`src/rtl/axi_lite_cmd_master_pkg.sv`:
```
// Shared types for the AXI4-Lite command master: response codes and FSM states.
package axi_lite_cmd_master_pkg;

  typedef enum logic [1:0] {
    OKAY   = 2'b00,
    EXOKAY = 2'b01,
    SLVERR = 2'b10,
    DECERR = 2'b11
  } resp_t;

  typedef enum logic [2:0] {
    CM_IDLE  = 3'd0,
    CM_WR    = 3'd1,
    CM_WR_B  = 3'd2,
    CM_RD_AR = 3'd3,
    CM_RD_R  = 3'd4,
    CM_RSP   = 3'd5
  } cm_state_t;

  localparam int RESP_W = 2;

  // Anything other than OKAY counts as an error response.
  function automatic logic resp_is_err(resp_t r);
    return (r != OKAY);
  endfunction

endpackage

```
`src/rtl/axi_lite_cmd_master_if.sv`:
```
// AXI4-Lite bus bundle between the command master and a downstream slave.
interface axi_lite_cmd_master_if
  import axi_lite_cmd_master_pkg::*;
#(
  parameter int ADDR_W = 32,
  parameter int DATA_W = 32
);

  logic [ADDR_W-1:0]   awaddr;
  logic [2:0]          awprot;
  logic                awvalid;
  logic                awready;

  logic [DATA_W-1:0]   wdata;
  logic [DATA_W/8-1:0] wstrb;
  logic                wvalid;
  logic                wready;

  resp_t               bresp;
  logic                bvalid;
  logic                bready;

  logic [ADDR_W-1:0]   araddr;
  logic [2:0]          arprot;
  logic                arvalid;
  logic                arready;

  logic [DATA_W-1:0]   rdata;
  resp_t               rresp;
  logic                rvalid;
  logic                rready;

  modport master (
    output awaddr, awprot, awvalid,
    input  awready,
    output wdata, wstrb, wvalid,
    input  wready,
    input  bresp, bvalid,
    output bready,
    output araddr, arprot, arvalid,
    input  arready,
    input  rdata, rresp, rvalid,
    output rready
  );

  modport slave (
    input  awaddr, awprot, awvalid,
    output awready,
    input  wdata, wstrb, wvalid,
    output wready,
    output bresp, bvalid,
    input  bready,
    input  araddr, arprot, arvalid,
    output arready,
    output rdata, rresp, rvalid,
    input  rready
  );

endinterface

```
`src/rtl/axi_lite_cmd_master.sv`:
```
// Turns a valid/ready command stream into single AXI4-Lite transactions, one
// outstanding at a time, and returns one response per command.
//
//  state    | meaning
//  ---------+-----------------------------------------------------------
//  CM_IDLE  | cmd_ready=1, waiting for a command
//  CM_WR    | AWVALID/WVALID presented, each dropped after its handshake
//  CM_WR_B  | both write channels done, BREADY=1 waiting for BVALID
//  CM_RD_AR | ARVALID presented, waiting for ARREADY
//  CM_RD_R  | RREADY=1 waiting for RVALID
//  CM_RSP   | rsp_valid=1 with stable rsp_*, waiting for rsp_ready
module axi_lite_cmd_master
  import axi_lite_cmd_master_pkg::*;
#(
  parameter int         AXI_DATA_WIDTH = 32,
  parameter int         AXI_ADDR_WIDTH = 32,
  parameter logic [2:0] AXI_PROT       = 3'b000,
  parameter int         ERR_CNT_WIDTH  = 16
) (
  input  logic                          M_AXI_ACLK,
  input  logic                          M_AXI_ARESET,

  input  logic                          cmd_valid,
  output logic                          cmd_ready,
  input  logic                          cmd_write,
  input  logic [AXI_ADDR_WIDTH-1:0]     cmd_addr,
  input  logic [AXI_DATA_WIDTH-1:0]     cmd_wdata,
  input  logic [AXI_DATA_WIDTH/8-1:0]   cmd_wstrb,

  output logic                          rsp_valid,
  input  logic                          rsp_ready,
  output logic                          rsp_write,
  output logic [AXI_DATA_WIDTH-1:0]     rsp_rdata,
  output logic [RESP_W-1:0]             rsp_resp,

  output logic [ERR_CNT_WIDTH-1:0]      err_count,

  axi_lite_cmd_master_if.master         m_axi
);

  localparam int STRB_W = AXI_DATA_WIDTH / 8;
  localparam logic [ERR_CNT_WIDTH-1:0] ERR_MAX = '1;

  if (AXI_DATA_WIDTH != 32 && AXI_DATA_WIDTH != 64) begin : g_bad_data_width
    $fatal(1, "axi_lite_cmd_master: AXI_DATA_WIDTH must be 32 or 64");
  end

  cm_state_t                  state_q, state_nxt;
  logic [AXI_ADDR_WIDTH-1:0]  addr_q, addr_nxt;
  logic [AXI_DATA_WIDTH-1:0]  wdata_q, wdata_nxt;
  logic [STRB_W-1:0]          wstrb_q, wstrb_nxt;

  logic                       cmd_ready_q, cmd_ready_nxt;
  logic                       awvalid_q, awvalid_nxt;
  logic                       wvalid_q, wvalid_nxt;
  logic                       aw_done_q, aw_done_nxt;
  logic                       w_done_q, w_done_nxt;
  logic                       bready_q, bready_nxt;
  logic                       arvalid_q, arvalid_nxt;
  logic                       rready_q, rready_nxt;

  logic                       rsp_valid_q, rsp_valid_nxt;
  logic                       rsp_write_q, rsp_write_nxt;
  logic [AXI_DATA_WIDTH-1:0]  rsp_rdata_q, rsp_rdata_nxt;
  resp_t                      rsp_resp_q, rsp_resp_nxt;
  logic                       rsp_load;

  logic [ERR_CNT_WIDTH-1:0]   err_count_q, err_count_nxt;

  logic aw_hs, w_hs, b_hs, ar_hs, r_hs;

  assign aw_hs = awvalid_q && m_axi.awready;
  assign w_hs  = wvalid_q  && m_axi.wready;
  assign b_hs  = bready_q  && m_axi.bvalid;
  assign ar_hs = arvalid_q && m_axi.arready;
  assign r_hs  = rready_q  && m_axi.rvalid;

  // Next-state and next-output decode; every output is registered from here.
  always_comb begin
    state_nxt     = state_q;
    addr_nxt      = addr_q;
    wdata_nxt     = wdata_q;
    wstrb_nxt     = wstrb_q;
    cmd_ready_nxt = cmd_ready_q;
    awvalid_nxt   = awvalid_q;
    wvalid_nxt    = wvalid_q;
    aw_done_nxt   = aw_done_q;
    w_done_nxt    = w_done_q;
    bready_nxt    = bready_q;
    arvalid_nxt   = arvalid_q;
    rready_nxt    = rready_q;
    rsp_valid_nxt = rsp_valid_q;
    rsp_write_nxt = rsp_write_q;
    rsp_rdata_nxt = rsp_rdata_q;
    rsp_resp_nxt  = rsp_resp_q;
    rsp_load      = 1'b0;
    err_count_nxt = err_count_q;

    case (state_q)
      CM_IDLE: begin
        // cmd_ready comes up one cycle after reset release or after RSP.
        if (cmd_ready_q && cmd_valid) begin
          cmd_ready_nxt = 1'b0;
          addr_nxt      = cmd_addr;
          wdata_nxt     = cmd_wdata;
          wstrb_nxt     = cmd_wstrb;
          if (cmd_write) begin
            state_nxt   = CM_WR;
            awvalid_nxt = 1'b1;
            wvalid_nxt  = 1'b1;
            aw_done_nxt = 1'b0;
            w_done_nxt  = 1'b0;
          end else begin
            state_nxt   = CM_RD_AR;
            arvalid_nxt = 1'b1;
          end
        end else begin
          cmd_ready_nxt = 1'b1;
        end
      end

      CM_WR: begin
        if (aw_hs) begin
          awvalid_nxt = 1'b0;
          aw_done_nxt = 1'b1;
        end
        if (w_hs) begin
          wvalid_nxt = 1'b0;
          w_done_nxt = 1'b1;
        end
        if ((aw_done_q || aw_hs) && (w_done_q || w_hs)) begin
          state_nxt  = CM_WR_B;
          bready_nxt = 1'b1;
        end
      end

      CM_WR_B: begin
        if (b_hs) begin
          bready_nxt    = 1'b0;
          state_nxt     = CM_RSP;
          rsp_load      = 1'b1;
          rsp_valid_nxt = 1'b1;
          rsp_write_nxt = 1'b1;
          rsp_rdata_nxt = '0;
          rsp_resp_nxt  = m_axi.bresp;
        end
      end

      CM_RD_AR: begin
        if (ar_hs) begin
          arvalid_nxt = 1'b0;
          rready_nxt  = 1'b1;
          state_nxt   = CM_RD_R;
        end
      end

      CM_RD_R: begin
        if (r_hs) begin
          rready_nxt    = 1'b0;
          state_nxt     = CM_RSP;
          rsp_load      = 1'b1;
          rsp_valid_nxt = 1'b1;
          rsp_write_nxt = 1'b0;
          rsp_rdata_nxt = m_axi.rdata;
          rsp_resp_nxt  = m_axi.rresp;
        end
      end

      CM_RSP: begin
        if (rsp_valid_q && rsp_ready) begin
          rsp_valid_nxt = 1'b0;
          cmd_ready_nxt = 1'b1;
          state_nxt     = CM_IDLE;
        end
      end

      default: begin
        state_nxt = CM_IDLE;
      end
    endcase

    // Counted once per response, on entry to CM_RSP; holds at all-ones.
    if (rsp_load && resp_is_err(rsp_resp_nxt) && (err_count_q != ERR_MAX)) begin
      err_count_nxt = err_count_q + 1'b1;
    end
  end

  // State and output registers; reset drops every VALID/READY on the next edge.
  always_ff @(posedge M_AXI_ACLK) begin
    if (M_AXI_ARESET) begin
      state_q     <= CM_IDLE;
      addr_q      <= '0;
      wdata_q     <= '0;
      wstrb_q     <= '0;
      cmd_ready_q <= 1'b0;
      awvalid_q   <= 1'b0;
      wvalid_q    <= 1'b0;
      aw_done_q   <= 1'b0;
      w_done_q    <= 1'b0;
      bready_q    <= 1'b0;
      arvalid_q   <= 1'b0;
      rready_q    <= 1'b0;
      rsp_valid_q <= 1'b0;
      rsp_write_q <= 1'b0;
      rsp_rdata_q <= '0;
      rsp_resp_q  <= OKAY;
      err_count_q <= '0;
    end else begin
      state_q     <= state_nxt;
      addr_q      <= addr_nxt;
      wdata_q     <= wdata_nxt;
      wstrb_q     <= wstrb_nxt;
      cmd_ready_q <= cmd_ready_nxt;
      awvalid_q   <= awvalid_nxt;
      wvalid_q    <= wvalid_nxt;
      aw_done_q   <= aw_done_nxt;
      w_done_q    <= w_done_nxt;
      bready_q    <= bready_nxt;
      arvalid_q   <= arvalid_nxt;
      rready_q    <= rready_nxt;
      rsp_valid_q <= rsp_valid_nxt;
      rsp_write_q <= rsp_write_nxt;
      rsp_rdata_q <= rsp_rdata_nxt;
      rsp_resp_q  <= rsp_resp_nxt;
      err_count_q <= err_count_nxt;
    end
  end

  assign cmd_ready = cmd_ready_q;
  assign rsp_valid = rsp_valid_q;
  assign rsp_write = rsp_write_q;
  assign rsp_rdata = rsp_rdata_q;
  assign rsp_resp  = rsp_resp_q;
  assign err_count = err_count_q;

  // Address/data come from the latched command so they stay stable under VALID.
  assign m_axi.awaddr  = addr_q;
  assign m_axi.awprot  = AXI_PROT;
  assign m_axi.awvalid = awvalid_q;
  assign m_axi.wdata   = wdata_q;
  assign m_axi.wstrb   = wstrb_q;
  assign m_axi.wvalid  = wvalid_q;
  assign m_axi.bready  = bready_q;
  assign m_axi.araddr  = addr_q;
  assign m_axi.arprot  = AXI_PROT;
  assign m_axi.arvalid = arvalid_q;
  assign m_axi.rready  = rready_q;

endmodule

```
`src/flat_wrapper.sv`:
```
// flat-port wrapper written by rule: the top's interface ports become plain ports
module axi_lite_cmd_master_flat import axi_lite_cmd_master_pkg::*;
#(
  parameter int         AXI_DATA_WIDTH = 32,
  parameter int         AXI_ADDR_WIDTH = 32,
  parameter logic [2:0] AXI_PROT       = 3'b000,
  parameter int         ERR_CNT_WIDTH  = 16
)
  (M_AXI_ACLK, M_AXI_ARESET, cmd_valid, cmd_ready, cmd_write, cmd_addr, cmd_wdata, cmd_wstrb, rsp_valid, rsp_ready, rsp_write, rsp_rdata, rsp_resp, err_count, m_axi_awaddr, m_axi_awprot, m_axi_awvalid, m_axi_awready, m_axi_wdata, m_axi_wstrb, m_axi_wvalid, m_axi_wready, m_axi_bresp, m_axi_bvalid, m_axi_bready, m_axi_araddr, m_axi_arprot, m_axi_arvalid, m_axi_arready, m_axi_rdata, m_axi_rresp, m_axi_rvalid, m_axi_rready);
  axi_lite_cmd_master_if #(.ADDR_W((32)), .DATA_W((32))) m_axi_i ();
  input  logic M_AXI_ACLK;
  input  logic M_AXI_ARESET;
  input  logic cmd_valid;
  output logic cmd_ready;
  input  logic cmd_write;
  input  logic [AXI_ADDR_WIDTH-1:0] cmd_addr;
  input  logic [AXI_DATA_WIDTH-1:0] cmd_wdata;
  input  logic [AXI_DATA_WIDTH/8-1:0] cmd_wstrb;
  output logic rsp_valid;
  input  logic rsp_ready;
  output logic rsp_write;
  output logic [AXI_DATA_WIDTH-1:0] rsp_rdata;
  output logic [RESP_W-1:0] rsp_resp;
  output logic [ERR_CNT_WIDTH-1:0] err_count;
  output wire logic [$bits(m_axi_i.awaddr)-1:0] m_axi_awaddr;
  output wire logic [$bits(m_axi_i.awprot)-1:0] m_axi_awprot;
  output wire logic [$bits(m_axi_i.awvalid)-1:0] m_axi_awvalid;
  input wire logic [$bits(m_axi_i.awready)-1:0] m_axi_awready;
  output wire logic [$bits(m_axi_i.wdata)-1:0] m_axi_wdata;
  output wire logic [$bits(m_axi_i.wstrb)-1:0] m_axi_wstrb;
  output wire logic [$bits(m_axi_i.wvalid)-1:0] m_axi_wvalid;
  input wire logic [$bits(m_axi_i.wready)-1:0] m_axi_wready;
  input wire logic [$bits(m_axi_i.bresp)-1:0] m_axi_bresp;
  input wire logic [$bits(m_axi_i.bvalid)-1:0] m_axi_bvalid;
  output wire logic [$bits(m_axi_i.bready)-1:0] m_axi_bready;
  output wire logic [$bits(m_axi_i.araddr)-1:0] m_axi_araddr;
  output wire logic [$bits(m_axi_i.arprot)-1:0] m_axi_arprot;
  output wire logic [$bits(m_axi_i.arvalid)-1:0] m_axi_arvalid;
  input wire logic [$bits(m_axi_i.arready)-1:0] m_axi_arready;
  input wire logic [$bits(m_axi_i.rdata)-1:0] m_axi_rdata;
  input wire logic [$bits(m_axi_i.rresp)-1:0] m_axi_rresp;
  input wire logic [$bits(m_axi_i.rvalid)-1:0] m_axi_rvalid;
  output wire logic [$bits(m_axi_i.rready)-1:0] m_axi_rready;
  assign m_axi_awaddr = m_axi_i.awaddr;
  assign m_axi_awprot = m_axi_i.awprot;
  assign m_axi_awvalid = m_axi_i.awvalid;
  assign m_axi_i.awready = m_axi_awready;
  assign m_axi_wdata = m_axi_i.wdata;
  assign m_axi_wstrb = m_axi_i.wstrb;
  assign m_axi_wvalid = m_axi_i.wvalid;
  assign m_axi_i.wready = m_axi_wready;
  assign m_axi_i.bresp = m_axi_bresp;
  assign m_axi_i.bvalid = m_axi_bvalid;
  assign m_axi_bready = m_axi_i.bready;
  assign m_axi_araddr = m_axi_i.araddr;
  assign m_axi_arprot = m_axi_i.arprot;
  assign m_axi_arvalid = m_axi_i.arvalid;
  assign m_axi_i.arready = m_axi_arready;
  assign m_axi_i.rdata = m_axi_rdata;
  assign m_axi_i.rresp = m_axi_rresp;
  assign m_axi_i.rvalid = m_axi_rvalid;
  assign m_axi_rready = m_axi_i.rready;
  axi_lite_cmd_master #(.AXI_DATA_WIDTH(AXI_DATA_WIDTH), .AXI_ADDR_WIDTH(AXI_ADDR_WIDTH), .AXI_PROT(AXI_PROT), .ERR_CNT_WIDTH(ERR_CNT_WIDTH)) u_core (.M_AXI_ACLK(M_AXI_ACLK), .M_AXI_ARESET(M_AXI_ARESET), .cmd_valid(cmd_valid), .cmd_ready(cmd_ready), .cmd_write(cmd_write), .cmd_addr(cmd_addr), .cmd_wdata(cmd_wdata), .cmd_wstrb(cmd_wstrb), .rsp_valid(rsp_valid), .rsp_ready(rsp_ready), .rsp_write(rsp_write), .rsp_rdata(rsp_rdata), .rsp_resp(rsp_resp), .err_count(err_count), .m_axi(m_axi_i));
endmodule
```
`config.mk`:
```
export PLATFORM = sky130hd
export DESIGN_NAME = axi_lite_cmd_master_flat
export DESIGN_NICKNAME = d
export VERILOG_FILES = /design/src/rtl/axi_lite_cmd_master_pkg.sv /design/src/rtl/axi_lite_cmd_master_if.sv /design/src/rtl/axi_lite_cmd_master.sv /design/src/flat_wrapper.sv
export SDC_FILE = /design/constraint.sdc
export NUM_CORES = 1
export LEC_CHECK = 0
export CAP_MARGIN = 10
export CELL_PAD_IN_SITES_DETAIL_PLACEMENT = 0
export CELL_PAD_IN_SITES_GLOBAL_PLACEMENT = 1
export CORE_ASPECT_RATIO = 1.25
export CORE_MARGIN = 2
export CORE_UTILIZATION = 29
export CTS_CLUSTER_DIAMETER = 120
export DETAILED_ROUTE_END_ITERATION = 10
export PLACE_DENSITY_LB_ADDON = 0.1
export SLEW_MARGIN = 25
export SYNTH_ARGS = -nofsm -noshare
export SYNTH_HDL_FRONTEND = slang
export SYNTH_SLANG_ARGS = --single-unit
export TNS_END_PERCENT = 100
```
`constraint.sdc`:
```
create_clock -name M_AXI_ACLK -period 6.3 [get_ports M_AXI_ACLK]
set_input_delay 0.945 -clock M_AXI_ACLK [delete_from_list [all_inputs] [get_ports M_AXI_ACLK]]
set_output_delay 0.945 -clock M_AXI_ACLK [all_outputs]
set_load 0.05 [all_outputs]
```
==> results of run 1 <==
-- how the worst max path moves through the flow --
stage / start / end / depth (start not counted)
final: m_axi_rvalid / u_core.err_count[6]$_SDFFE_PP0P_ / 7
after global routing: m_axi_rvalid / u_core.err_count[6]$_SDFFE_PP0P_ / 7
after CTS: m_axi_rvalid / u_core.err_count[6]$_SDFFE_PP0P_ / 7
after detailed placement: m_axi_rvalid / u_core.err_count[14]$_SDFFE_PP0P_ / 7
after global placement: m_axi_rvalid / u_core.err_count[3]$_SDFFE_PP0P_ / 7
after floorplan: m_axi_rvalid / u_core.err_count[2]$_SDFFE_PP0P_ / 7
-- critical path: stages --
cell and delay [ps]:
clkdlybuf4s50_1 540, nor4bb_1 450, nand3_1 150, o221ai_2 180
o21ai_2 270, or4_1 450, a21oi_1 150
-- sequential cells by signal, indices dropped and copies added, names as in the netlist --
register,count
u_core.aw_done_q,1
u_core.cmd_ready,1
u_core.err_count,16
u_core.m_axi.araddr,32
u_core.m_axi.arvalid,1
u_core.m_axi.awvalid,1
u_core.m_axi.bready,1
u_core.m_axi.rready,1
u_core.m_axi.wdata,32
u_core.m_axi.wstrb,4
u_core.m_axi.wvalid,1
u_core.rsp_rdata,32
u_core.rsp_resp,2
u_core.rsp_valid,1
u_core.rsp_write,1
u_core.state_q,3
u_core.w_done_q,1
-- routing by layer --
metal  up-vias  track usage, %  wire (um)
met1      2405            20.7       7250
met2       190            28.8       8290
met5         -               0          0
li1       2649               -          -
met4         0            6.93        362
met3        26            4.92       1090
-- cells by family after synthesis --
kind of cell / Yosys count / synth area share (%)
AOI/OAI and AO/OA: 149 / 15.8
DFF: 131 / 49.4
adders and majority gates: 1 / 0.236
buffers and inverters: 90 / 9.28
other: 1 / 0.0706
xor gates and xnor gates: 6 / 0.990
muxes: 3 / 0.566
and+or+nand+nor: 289 / 23.7
-- metrics by stage --
step           instances  power, uW
2_1_floorplan        675       1720
3_3_place_gp        1097       2050
3_5_place_dp        1097       2060
4_1_cts             1129       3150
5_1_grt             1129       3250
6_report            1129       3110
-- power by group through the flow --
stage	Combinational, uW	Clock [uW]	Sequential [uW]
2_1_floorplan	477	0	1240
3_3_place_gp	1030	0	1010
3_5_place_dp	1040	0	1020
4_1_cts	1040	1110	1000
5_1_grt	1100	1140	1010
6_report	1030	1080	999
-- synth_stat cells (4+ instances only) --
cell,instances
nand2_1,187
dfxtp_1,131
a21oi_1,117
nand3_1,42
clkbuf_1,39
buf_4,38
nor2_1,18
nor3_1,12
o21ai_0,9
or3_1,8
inv_1,7
xor2_1,6
and2_1,4
buf_2,4
-- layout make-up --
cell class,count,area share [%]
Inverter,7,0.307
Clock buffer,21,5.61
Timing Repair Buffer,277,32.2
Clock inverter,11,2.03
Tap cell,228,3.33
Multi-Input combinational cell,454,25.9
Sequential cell,131,30.6
-- cells in the final DEF (no fill, tap or decap), types with 4 or more instances in the layout --
cell,Yosys,routed
inv_1,7,7
and2_1,4,4
o21ai_0,9,9
conb_1,1,6
or3_1,8,8
dfxtp_1,131,131
nand3_1,42,41
clkbuf_16,0,17
clkbuf_8,0,4
xor2_1,6,6
nand2_1,187,187
nor3_1,12,12
nor2_1,18,17
a21oi_1,117,117
bufinv_16,0,4
clkdlybuf4s50_1,0,270
buf_4,38,7
==> impl_metrics.tcl, run 1 <==
set metrics [dict create \
    outcome "completed" \
    finalSetupViolations 0 \
    r2r_end "u_core.err_count[6]$_SDFFE_PP0P_" \
    whs_ps 446 \
    io_pins 278 \
    post_cts_buffers 0 \
    num_vias 5270 \
    clkPwrFrac_pct 34.7 \
    cts_root_buf "clkbuf_16" \
    cp_data_required_time_ps 6630 \
    p_per_area_mw_per_mm2 363 \
    synth_edf_count 0 \
    drc 0 \
    clk_pin_slew_ps 60 \
    timing.rr.start "u_core.state_q[2]$_SDFFE_PP0P_" \
    hold_viol_final 0 \
    port_buffers 271 \
    maxCapViolCount 0 \
    rsz0062_at_grt "no" \
    min_to "u_core.rsp_rdata[12]$_SDFFE_PP0P_" \
    worstPathArrival_ps 3140 \
    maxSlewHeadroom_pct 44.4 \
    viasPerCell 4.67 \
    worst_pin_slew_ps 834 \
    yosysTopAreaCellShare_pct 49.4 \
    p_seq_share_pct 32.2 \
    placed_cell_area_mm2 0.00791 \
    place_ws_ps 3060 \
    final.min_clock_period_ps 2800 \
    worstPathMaxFanout 16 \
    startpoint_type "primary input" \
    nNetsFinal 1003 \
    clockBufferDepth 2 \
    fin_area_mm2 0.00857 \
    clkLatencyLatePin_ps 420 \
    numCtsBuffers 17 \
    comb_power_share_pct 33.2 \
    ff2ff_setup_slack_ps 3800 \
    avgSynthCellArea_um2 7.93 \
    totalWireLength_um 17000 \
    drive_above_1_share_pct 5.22 \
    max_freq_mhz 357 \
    post_cts_resized 0 \
    switchingPower_uw 1150 \
    fin_setup_tns_ps 0 \
    setup_slack_ps 3500 \
    cts_tree "done" \
    synth_area_mm2 0.00531 \
    antenna_found_initial 0 \
    hold_buffers 0 \
    fin_crit_sh_pct 44.5 \
    syn_inst 670 \
    ant_nets 0 \
    yosysSeqAreaShare_pct 49.4 \
    die_y_um 155 \
    detail_route.wl_per_cell_um 15.0 \
    skew_ps 9.23 \
    drtPass1Iterations 4 \
    fillCellCount 1757 \
    design.die.area_mm2 0.0194 \
    multi_input_area_mm2 0.00222 \
    min_from "u_core.rsp_rdata[12]$_SDFFE_PP0P_" \
    drtIter0Drc 360 \
    cts_sinks 131 \
    grt_pass1_wl_um 26900 \
    first_global_vias 5152 \
    fin_util_pct 47.5 \
    hold_depth 2 \
    register_area_mm2 0.00262 \
    internal-power_uw 1950 \
    antenna_cells 0 \
    yosys-top-cells-area "dfxtp_1 49%, nand2_1 13%, a21oi_1 11%, buf_4 5.4%, nand3_1 4.0%" \
    async_flop_share_pct 0 \
    yosys_register_bits 131 \
    yosysTopAreaCell "dfxtp_1" \
    yosysWarnings 0 \
    crit_type "primary input to flop" \
    grt-ovfl-total 0 \
    place.gp.congestion 0.749 \
    grt_use_total_pct 17.2 \
    core.rowCount 55 \
    power.leakage_uw 0.00292 \
    synth_ff_type "dfxtp_1" \
    maxSlewViolCount 0 \
    grt_max_degree 78 \
    ff2ff_path_depth 6 \
    ir_worst_vdd_v 0.000152 \
    die_w_um 125 \
    netlist-cell-type-count 40 \
    start_util_pct 29.5 \
    syn_to_final_growth_pct 61.3 \
    crit_path_end_kind "flop" \
    hp-class "flop to flop" \
    h-tree-depth 4 \
    switching_share_pct 37.1 \
    hpwl_um 11700 \
    core_area_mm2 0.0180 \
]
Power figures use the tool's default switching activity.
==> run 2: changes to the inputs <==
--- a/config.mk
+++ b/config.mk
@@ -10,7 +10,7 @@
 export CELL_PAD_IN_SITES_GLOBAL_PLACEMENT = 1
 export CORE_ASPECT_RATIO = 1.25
 export CORE_MARGIN = 2
-export CORE_UTILIZATION = 29
+export CORE_UTILIZATION = 25
 export CTS_CLUSTER_DIAMETER = 120
 export DETAILED_ROUTE_END_ITERATION = 10
 export PLACE_DENSITY_LB_ADDON = 0.1
==> constraint.sdc (replaced) <==
create_clock -name M_AXI_ACLK -period 2.5 [get_ports M_AXI_ACLK]
set_input_delay 0.375 -clock M_AXI_ACLK [delete_from_list [all_inputs] [get_ports M_AXI_ACLK]]
set_output_delay 0.375 -clock M_AXI_ACLK [all_outputs]
set_load 0.05 [all_outputs]
==> run 2 against run 1 <==
Routed wire length is 4.6% higher. Sequential share of layout area shrank 0.76 points. Design area rose by 2.6%.
==> impl_metrics.tcl, run 2 (same netlist as run 1, synthesis figures left out) <==
set metrics [dict create \
    outcome "completed" \
    whs_ps 450 \
    final.min_clock_period_ps 2210 \
    met1_usage_pct 18.0 \
    fin_crit_sh_pct 88.4 \
    cp_data_required_time_ps 2780 \
    cts_tree "done" \
    met3_usage_pct 4.78 \
    dp_cells 1153 \
    final_common_cell "clkdlybuf4s50_1" \
    die_w_um 134 \
    syn_to_final_growth_pct 65.4 \
    core.rowCount 59 \
    place.gp.congestion 0.749 \
    grt_pass1_wl_um 27800 \
    comb_power_share_pct 34.0 \
    fin_util_pct 42.2 \
    drive_above_1_share_pct 6.15 \
    hold_depth 2 \
    hold_buffers 0 \
    die_y_um 167 \
    hp-class "flop to flop" \
    h-tree-depth 4 \
    switching_share_pct 36.5 \
    totalWireLength_um 17800 \
    hold_viol_final 0 \
    crit_path_end_kind "flop" \
    drc 0 \
    drtPass1Iterations 4 \
    worst_pin_slew_ps 783 \
    finalNonFillerCells 1185 \
    finalSetupViolations 0 \
    core_area_mm2 0.0208 \
    maxSlewViolCount 0 \
    antenna_cells 0 \
    ant_nets 0 \
    final_cell_mix "270 x clkdlybuf4s50_1, 187 x nand2_1, 131 x dfxtp_1" \
    switchingPower_uw 2960 \
    internal-power_uw 5160 \
    clkPwrFrac_pct 35.6 \
    clkLatencyLatePin_ps 410 \
    clk_pin_slew_ps 60 \
    fillCellCount 2113 \
    io_pins 278 \
    post_cts_resized 0 \
    detail_route.wl_per_cell_um 15.0 \
    rsz0062_at_grt "no" \
    numCtsBuffers 17 \
    num_vias 5324 \
    antenna_found_initial 0 \
    worstPathArrival_ps 2480 \
    grt-ovfl-total 0 \
    cts_sinks 131 \
    grt_use_total_pct 15.6 \
    port_buffers 271 \
    startpoint_type "flop" \
    maxCapViolCount 0 \
    maxSlewHeadroom_pct 47.8 \
    start_util_pct 25.5 \
    max_freq_mhz 453 \
    nNetsFinal 1013 \
    crit_type "flop to flop" \
    worstPathMaxFanout 14 \
    viasPerCell 4.49 \
    design.die.area_mm2 0.0224 \
    ff2ff_path_depth 7 \
    hpwl_um 12200 \
    p_per_area_mw_per_mm2 925 \
    p_seq_share_pct 30.4 \
    drtIter0Drc 230 \
    skew_ps 11.5 \
    register_area_mm2 0.00262 \
    grt_use_met2_pct 27.1 \
    grt_busiest_layer "met2" \
    first_global_vias 5122 \
    multi_input_area_mm2 0.00223 \
    power.leakage_uw 0.00300 \
    grt_max_degree 70 \
    clockBufferDepth 2 \
    ir_worst_vdd_v 0.000458 \
    cts_root_buf "clkbuf_16" \
    post_cts_buffers 0 \
]
[run 2: cell types whose count changed in the layout (fill, tap and decap cells not counted), sizes merged]
cell	before	now
buf	7	17
bufinv	4	6
clkbuf	21	20
clkinvlp	3	2
[run 2: worst max-delay path, stage by stage, from the launching register on]
cell and delay [ps]:
dfxtp_1 560, nand4b_4 140, a21oi_1 320, o221ai_2 230, o21ai_4 350, buf_4 200
mux2i_1 210, nor2_1 60
[run 2: layout make-up]
cell class | count | area share [%]
Clock buffer | 20 | 5.20
Clock inverter | 12 | 2.58
Inverter | 7 | 0.299
Multi-Input combinational cell | 454 | 25.4
Sequential cell | 131 | 29.9
Tap cell | 274 | 3.90
Timing Repair Buffer | 287 | 32.8
[run 2: worst paths after layout]
kind | startpoint | to | slack (ps)
setup / recovery | u_core.state_q[2]$_SDFFE_PP0P_ | u_core.err_count[1]$_SDFFE_PP0P_ | 290
hold / removal | u_core.rsp_rdata[27]$_SDFFE_PP0P_ | u_core.rsp_rdata[27]$_SDFFE_PP0P_ | 450
setup reg to reg | u_core.state_q[2]$_SDFFE_PP0P_ | u_core.err_count[1]$_SDFFE_PP0P_ | 290
hold reg to reg | u_core.rsp_rdata[27]$_SDFFE_PP0P_ | u_core.rsp_rdata[27]$_SDFFE_PP0P_ | 450
[run 2: stage by stage]
stage                     setup TNS (ps)  cell area [um^2]  power (uW)  setup WS (ps)
final                                  0              8780        8120            291
after global routing                   0              8780        8510           77.4
after CTS                              0              8780        8240            188
after detailed placement            -267              8090        5300           -145
after global placement             -13.9              8090        5270          -13.9
after floorplan                        0              5330        4340            282
[run 2: layer usage]
metal,part of all wire (%),vias to the layer above
met5,0,-
li1,-,2664
met3,6.5,18
met4,1.6,0
met1,42,2465
met2,50,177
[run 2: power groups by stage]
stage	combinational [uW]	clock, uW	sequential (uW)
2_1_floorplan	1200	0	3130
3_3_place_gp	2760	0	2510
3_5_place_dp	2780	0	2520
4_1_cts	2790	2970	2480
5_1_grt	2950	3050	2510
6_report	2760	2890	2470
==> run 3: changes to the inputs <==
--- a/config.mk
+++ b/config.mk
@@ -12,7 +12,9 @@
 export CORE_MARGIN = 2
 export CORE_UTILIZATION = 25
 export CTS_CLUSTER_DIAMETER = 120
+export CTS_CLUSTER_SIZE = 30
 export DETAILED_ROUTE_END_ITERATION = 10
+export GPL_ROUTABILITY_DRIVEN = 0
 export PLACE_DENSITY_LB_ADDON = 0.1
 export SLEW_MARGIN = 25
 export SYNTH_ARGS = -nofsm -noshare
==> results of run 3 <==
Final layout, timing and power as in run 2 (identical DEF).
